**src/rtl/conv_array_ctrl.sv**
```systemverilog
// conv_array_ctrl
// ---------------
// Sequencer for a 3x5 row-stationary PE array that computes one 7x7 (*) 3x3 -> 5x5
// convolution. A run has three working phases:
//   LOAD : stream the filter words, then the ifmap words, from the ROM into the PE
//          scratchpads. The ROM returns data one cycle after rom_rd, so the scratchpad
//          write strobe and its row/column tags are a one-cycle-delayed copy of the read.
//   COMP : step the PE array through every (output column, filter tap) pair. The
//          vertical psum accumulation is combinational inside the array, so this
//          phase needs no drain cycles.
//   WB   : stream the DO_W*DO_H results to the DRAM-side writer.
// The run finishes with a one-cycle DONE state that pulses done.
//
// Result handshake: a beat transfers on a rising edge where out_valid && out_ready.
// out_valid stays high for the whole WB phase and does not depend on out_ready.
// out_addr changes only after its beat has transferred, so it is stable while
// out_ready is low.
//
// Ports
//   clk, rst_n               clock (rising edge); asynchronous active-low reset
//   start                    begin a run; sampled in IDLE only
//   abort                    synchronous cancel from any non-IDLE state; beats start
//   busy, done               busy in LOAD/COMP/WB; done is a pulse in the DONE state
//   rom_rd, rom_addr         ROM read strobe and word address
//   spad_we/kind/row/col     scratchpad write (kind 0 = filter, 1 = ifmap)
//   pe_en/clr/tap/col        PE array MAC enable, psum clear, filter tap, output column
//   out_valid/ready/addr     result stream, out_addr = row*DO_W + col
module conv_array_ctrl #(
  parameter int DI_W   = 7,
  parameter int DI_H   = 7,
  parameter int FIL_S  = 3,
  parameter int DO_W   = DI_W - FIL_S + 1,
  parameter int DO_H   = DI_H - FIL_S + 1,
  parameter int ADDR_W = 6
) (
  input  logic              clk,
  input  logic              rst_n,
  input  logic              start,
  input  logic              abort,
  output logic              busy,
  output logic              done,
  output logic              rom_rd,
  output logic [ADDR_W-1:0] rom_addr,
  output logic              spad_we,
  output logic              spad_kind,
  output logic [2:0]        spad_row,
  output logic [2:0]        spad_col,
  output logic              pe_en,
  output logic              pe_clr,
  output logic [1:0]        pe_tap,
  output logic [2:0]        pe_col,
  output logic              out_valid,
  input  logic              out_ready,
  output logic [ADDR_W-1:0] out_addr
);

  typedef enum logic [2:0] {
    S_IDLE = 3'd0,
    S_LOAD = 3'd1,
    S_COMP = 3'd2,
    S_WB   = 3'd3,
    S_DONE = 3'd4
  } state_e;

  // Number of ROM words per run; LOAD lasts N_RD+1 cycles (last cycle writes only).
  localparam logic [ADDR_W-1:0] N_RD      = ADDR_W'(FIL_S*FIL_S + DI_W*DI_H);
  localparam logic [ADDR_W-1:0] RD_LAST   = ADDR_W'(FIL_S*FIL_S + DI_W*DI_H - 1);
  localparam logic [ADDR_W-1:0] RES_LAST  = ADDR_W'(DO_W*DO_H - 1);
  localparam logic [2:0]        FIL_LAST  = 3'(FIL_S - 1);
  localparam logic [2:0]        DI_LAST   = 3'(DI_W - 1);
  localparam logic [1:0]        TAP_LAST  = 2'(FIL_S - 1);
  localparam logic [2:0]        OCOL_LAST = 3'(DO_W - 1);

  state_e state_q, state_d;

  // LOAD bookkeeping: cycle count plus the row/column tag of the word being read.
  logic [ADDR_W-1:0] ld_cnt_q, ld_cnt_d;
  logic              rd_kind_q, rd_kind_d;
  logic [2:0]        rd_row_q, rd_row_d;
  logic [2:0]        rd_col_q, rd_col_d;

  // Scratchpad write stage: the read tag delayed by the ROM latency.
  logic              sp_we_q, sp_we_d;
  logic              sp_kind_q, sp_kind_d;
  logic [2:0]        sp_row_q, sp_row_d;
  logic [2:0]        sp_col_q, sp_col_d;

  // COMP position and WB result address.
  logic [1:0]        tap_q, tap_d;
  logic [2:0]        pcol_q, pcol_d;
  logic [ADDR_W-1:0] oaddr_q, oaddr_d;

  logic rd_active;
  logic load_last;
  logic comp_last;
  logic wb_fire;
  logic wb_last;

  assign rd_active = (state_q == S_LOAD) && (ld_cnt_q < N_RD);
  assign load_last = (state_q == S_LOAD) && (ld_cnt_q == N_RD);
  assign comp_last = (state_q == S_COMP) && (tap_q == TAP_LAST) && (pcol_q == OCOL_LAST);
  assign wb_fire   = (state_q == S_WB) && out_ready;
  assign wb_last   = wb_fire && (oaddr_q == RES_LAST);

  // ---------------------------------------------------------------- state register
  always_ff @(posedge clk or negedge rst_n) begin
    if (!rst_n) begin
      state_q <= S_IDLE;
    end else begin
      state_q <= state_d;
    end
  end

  // ---------------------------------------------------------------- next state
  always_comb begin
    state_d = state_q;
    if (abort && (state_q != S_IDLE)) begin
      state_d = S_IDLE;
    end else begin
      case (state_q)
        S_IDLE:  if (start)     state_d = S_LOAD;
        S_LOAD:  if (load_last) state_d = S_COMP;
        S_COMP:  if (comp_last) state_d = S_WB;
        S_WB:    if (wb_last)   state_d = S_DONE;
        S_DONE:                 state_d = S_IDLE;
        default:                state_d = S_IDLE;
      endcase
    end
  end

  // ---------------------------------------------------------------- datapath counters
  always_comb begin
    ld_cnt_d  = ld_cnt_q;
    rd_kind_d = rd_kind_q;
    rd_row_d  = rd_row_q;
    rd_col_d  = rd_col_q;
    sp_we_d   = rd_active;
    sp_kind_d = rd_kind_q;
    sp_row_d  = rd_row_q;
    sp_col_d  = rd_col_q;
    tap_d     = tap_q;
    pcol_d    = pcol_q;
    oaddr_d   = oaddr_q;

    if ((state_q == S_IDLE) || abort) begin
      // Every run starts from zeroed counters; an abort discards partial progress.
      ld_cnt_d  = '0;
      rd_kind_d = 1'b0;
      rd_row_d  = '0;
      rd_col_d  = '0;
      sp_we_d   = 1'b0;
      sp_kind_d = 1'b0;
      sp_row_d  = '0;
      sp_col_d  = '0;
      tap_d     = '0;
      pcol_d    = '0;
      oaddr_d   = '0;
    end else begin
      if (state_q == S_LOAD && ld_cnt_q < N_RD) begin
        ld_cnt_d = ld_cnt_q + ADDR_W'(1);
      end
      // Walk the read tag row-major: filter rows first, then ifmap rows.
      // The tag is frozen on the final read so the row never steps past its range.
      if (rd_active && (ld_cnt_q != RD_LAST)) begin
        if (!rd_kind_q) begin
          if (rd_col_q == FIL_LAST) begin
            rd_col_d = '0;
            if (rd_row_q == FIL_LAST) begin
              rd_row_d  = '0;
              rd_kind_d = 1'b1;
            end else begin
              rd_row_d = rd_row_q + 3'd1;
            end
          end else begin
            rd_col_d = rd_col_q + 3'd1;
          end
        end else begin
          if (rd_col_q == DI_LAST) begin
            rd_col_d = '0;
            rd_row_d = rd_row_q + 3'd1;
          end else begin
            rd_col_d = rd_col_q + 3'd1;
          end
        end
      end

      // Tap is the fast index; the output column advances when the tap wraps.
      if (state_q == S_COMP) begin
        if (tap_q == TAP_LAST) begin
          tap_d = '0;
          if (pcol_q != OCOL_LAST) pcol_d = pcol_q + 3'd1;
        end else begin
          tap_d = tap_q + 2'd1;
        end
      end

      if (wb_fire && !wb_last) begin
        oaddr_d = oaddr_q + ADDR_W'(1);
      end
    end
  end

  always_ff @(posedge clk or negedge rst_n) begin
    if (!rst_n) begin
      ld_cnt_q  <= '0;
      rd_kind_q <= 1'b0;
      rd_row_q  <= '0;
      rd_col_q  <= '0;
      sp_we_q   <= 1'b0;
      sp_kind_q <= 1'b0;
      sp_row_q  <= '0;
      sp_col_q  <= '0;
      tap_q     <= '0;
      pcol_q    <= '0;
      oaddr_q   <= '0;
    end else begin
      ld_cnt_q  <= ld_cnt_d;
      rd_kind_q <= rd_kind_d;
      rd_row_q  <= rd_row_d;
      rd_col_q  <= rd_col_d;
      sp_we_q   <= sp_we_d;
      sp_kind_q <= sp_kind_d;
      sp_row_q  <= sp_row_d;
      sp_col_q  <= sp_col_d;
      tap_q     <= tap_d;
      pcol_q    <= pcol_d;
      oaddr_q   <= oaddr_d;
    end
  end

  // ---------------------------------------------------------------- outputs
  // Outputs decode registered state only, so every output is 0 outside its phase.
  always_comb begin
    busy      = 1'b0;
    done      = 1'b0;
    rom_rd    = 1'b0;
    rom_addr  = '0;
    spad_we   = 1'b0;
    spad_kind = 1'b0;
    spad_row  = '0;
    spad_col  = '0;
    pe_en     = 1'b0;
    pe_clr    = 1'b0;
    pe_tap    = '0;
    pe_col    = '0;
    out_valid = 1'b0;
    out_addr  = '0;
    case (state_q)
      S_LOAD: begin
        busy     = 1'b1;
        rom_rd   = rd_active;
        rom_addr = rd_active ? ld_cnt_q : '0;
        spad_we  = sp_we_q;
        if (sp_we_q) begin
          spad_kind = sp_kind_q;
          spad_row  = sp_row_q;
          spad_col  = sp_col_q;
        end
      end
      S_COMP: begin
        busy   = 1'b1;
        pe_en  = 1'b1;
        pe_clr = (tap_q == 2'd0) && (pcol_q == 3'd0);
        pe_tap = tap_q;
        pe_col = pcol_q;
      end
      S_WB: begin
        busy      = 1'b1;
        out_valid = 1'b1;
        out_addr  = oaddr_q;
      end
      S_DONE: begin
        done = 1'b1;
      end
      default: begin
      end
    endcase
  end

endmodule
```
**config.mk**
```make
export PLATFORM = sky130hd
export DESIGN_NAME = conv_array_ctrl
export DESIGN_NICKNAME = d
export VERILOG_FILES = /design/src/rtl/conv_array_ctrl.sv
export SDC_FILE = /design/constraint.sdc
export NUM_CORES = 1
export LEC_CHECK = 0
export CAP_MARGIN = 20
export CORE_ASPECT_RATIO = 0.6
export CORE_MARGIN = 2
export CORE_UTILIZATION = 25
export CTS_CLUSTER_SIZE = 30
export DETAILED_ROUTE_END_ITERATION = 10
export PLACE_DENSITY_LB_ADDON = 0.25
export RECOVER_POWER = 100
export SETUP_SLACK_MARGIN = 0.15
export SLEW_MARGIN = 20
export SYNTH_ARGS = -nofsm -noshare
export SYNTH_HDL_FRONTEND = slang
export SYNTH_SLANG_ARGS = --single-unit
```
**constraint.sdc**
```tcl
create_clock -name clk -period 2.2 [get_ports clk]
set_input_delay 0.55 -clock clk [delete_from_list [all_inputs] [get_ports clk]]
set_output_delay 0.55 -clock clk [all_outputs]
set_load 0.02 [all_outputs]
```
==> results.md <==
- Drt first-iter violations: 73
- Max-cap check violation count: 0
- Yosys reg bits: 35
- Number of synthesized flops with an enable pin: 0
- Post-DRT Antenna Nets: 0
- Crit path max fanout: 7
- Startpoint Class: flop
- Cells after Synth: approximately 210
- Top Ports: 36
- Syn Nets: between 200 and 250
- DR pass1 iterations: 4
- First-pass GRT wire length: slightly above 8000 µm
- Die span in x: 119 µm
- Netlist cell types: 45
- Seq/Total Area, Yosys: 0.438
- Hold Crit Start: rd_row_q[1]$_DFFE_PN0P_
- Num Clock Sinks: 35
- Clk_skew: around 0.0037 ns
- Final Critical Period: about 2.1 ns
- Skew-Pair Late Insertion Delay: between 0.2 and 0.3 ns
- Total Wirelength: approximately 4900 µm
- Core Util, Final: 0.345
- Slew Viols, Final: 0
- Synth area leaders: dfrtp_1, and2_1, and3_1
- Clock tree from TritonCTS: done
- Critical path endpoint category: output pin
- Share of cells above drive strength 1: 0.284
- Post-synth ARST share: 1.00
- WL per Instance: around 13 µm
- Rel. slew slack: 0.399
- CTS max path bufs: 2
- Flip-flop and latch area: around 880 µm²
- Worst-path clk slew: 0.06 ns
- Hold Path Class: flop to flop
- Largest net degree at the start of global routing: 36
- FILL cells: just over 800
- Crit path kind: flop to output pin
- Final setup vio count: 0
- Worst r2r src: state_q[0]$_DFFE_PN0P_
- Die area: 0.00876 mm²
- Die Height: between 70 and 80 µm
- Via density: ~4.4
- Critical path startpoint: state_q[2]$_DFFE_PN0P_
- Main synth FF type: dfrtp_1
- Post-synth top cells: dfrtp_1, nor2_1, and2_1, and3_1, inv_1
- Mapped Avg Cell Area: about 9.6 µm²
- Initial Utilization: 0.256
- Peak VDD IR: around 0.24 mV
- # rows: 25
- R2R Setup Slk: 0.19 ns
- Multi-input logic area: roughly 0.0010 mm²
- Synth warn: 0
- Hpwl dp: about 3400 µm
- Arrival time at the worst endpoint: 1.55 ns
- Initial antenna violation count: 0
- CTS H-Tree Depth: 2
- Synth top area share: 0.438
- Status: complete, no violations
- Hold Vio Cnt, Final: 0
- Final non-filler cell total: approximately 380
- Ant. Diodes: 0
- TNS Setup: 0 ns
- Area Growth Syn to Fin: 35.0%
- Synth area leader: dfrtp_1
- RSZ-0062 raised after global routing: true
- Pwr Total: ~1.6 mW
- Mapped cell area: around 0.002 mm²
- Count leader, synth: dfrtp_1
- Clock root buffer: clkbuf_16
- Drt drc: 0
- IO Port Bufs: 35
- Period Utilization, post-route: 0.955
- Core Region: a little under 0.008 mm²
- Max frequency: ~480 MHz
- Static leakage: 1.29 nW
- Power per cell area: about 600 mW/mm²
- CTS buffer count: 5
- Total gr overflow: 0
- DP Cell Count: approximately 370
- DR vias: 1661
- Final #Nets: around 290
- Routability cong.: a little under 0.8
- Req. time, crit path: around 1.7 ns
- Vias in the first global route: approximately 1600
- Actual slew at the worst max-slew pin: between 0.9 and 1 ns
- Tot GR Track Use: 0.121
[placed cells by master, fill, tap and decap left out, drive strengths merged, types with 2 or more instances in the layout]
master	Yosys	layout
dfrtp	35	35
o21ai	7	7
nor2	22	22
xnor2	5	5
nor3b	4	4
ha	9	9
mux2i	2	2
dlygate4sd3	0	2
nor3	8	8
and3	18	18
nand3	5	5
a211oi	2	2
a21oi	8	8
nor4	3	3
xor2	4	4
inv	11	11
and2	21	21
buf	8	35
or3b	2	2
nand2	9	9
clkbuf	3	33
clkdlybuf4s50	0	2
or3	2	2
and3b	2	2
mux2	4	4
[metal layers]
layer | wire, µm | vias to the layer above | global-route usage
met1 | 2760 | 757 | 0.184
li1 | - | 845 | -
met4 | 70 | 0 | 0.0471
met5 | 0 | - | 0
met2 | 1710 | 51 | 0.149
met3 | 338 | 8 | 0.0481
[worst paths after layout]
kind | endpoint | cells after the start
min in group asynchronous | ld_cnt_q[5]$_DFFE_PN0P_ | 2
hold reg to reg | sp_row_q[1]$_DFF_PN0_ | 1
max in group asynchronous | state_q[2]$_DFFE_PN0P_ | 2
setup reg to reg | rd_row_q[0]$_DFFE_PN0P_ | 6
setup / recovery | out_addr[1] | 5
hold / removal | sp_row_q[1]$_DFF_PN0_ | 1
[critical path: stages, from the launching register on]
cell and delay (ns):
dfrtp_2 0.41, clkbuf_1 0.16, and3b_2 0.28, buf_6 0.13, and2_4 0.14, buf_4 0.15
[what timing repair did]
action / 4_1_cts / 5_1_grt
pin swaps: 1 / 2
resized for setup: 118 / 40
gates cloned: 0 / 0
setup endpoints to repair: 31 / 26
hold buffers: 0 / 0
setup buffers: 5 / 1
[per-stage QoR]
step	setup WS, ns	hold slack, ns	instance area (µm²)
6_report	0.0998	0.562	2700
5_1_grt	0.0252	0.601	2700
3_5_place_dp	-0.0505	0.553	2640
2_1_floorplan	0.291	0.254	2000
3_3_place_gp	-0.0654	0.545	2640
4_1_cts	0.0283	0.568	2730
[flip-flops by register name, summed over array words and instances (netlist names)]
register / cells
state_q: 3
sp_col_q: 3
rd_col_q: 3
rd_kind_q: 1
pcol_q: 3
oaddr_q: 6
sp_kind_q: 1
sp_row_q: 3
tap_q: 2
rd_row_q: 3
sp_we_q: 1
ld_cnt_q: 6
[power breakdown]
group,internal [mW],switching (mW),total [mW]
clock network,0.442,0.266,0.707
registers,0.658,0.0213,0.679
logic,0.0924,0.115,0.207
total,1.19,0.401,1.59
[cell type report]
class                      count  area share
inverter                      11      0.0153
multi-input combinational    152       0.383
clock buffer                   6      0.0514
tap                          108      0.0500
clock inverter                 1     0.00185
timing repair buffer          66       0.173
sequential                    35       0.325
[kinds of logic (layout without fill, tap and decap cells)]
group,count (synthesis),in the layout,share of synthesized area
buffers and inverters,22,84,0.0519
multiplexers,6,6,0.0325
AO/OA/AOI/OAI,25,25,0.0819
flip-flops,35,35,0.438
AND/OR/NAND/NOR,103,103,0.300
adder cells (fa/ha/maj),9,9,0.0563
XOR/XNOR,9,9,0.0394
(Power assumes the default switching activity.)
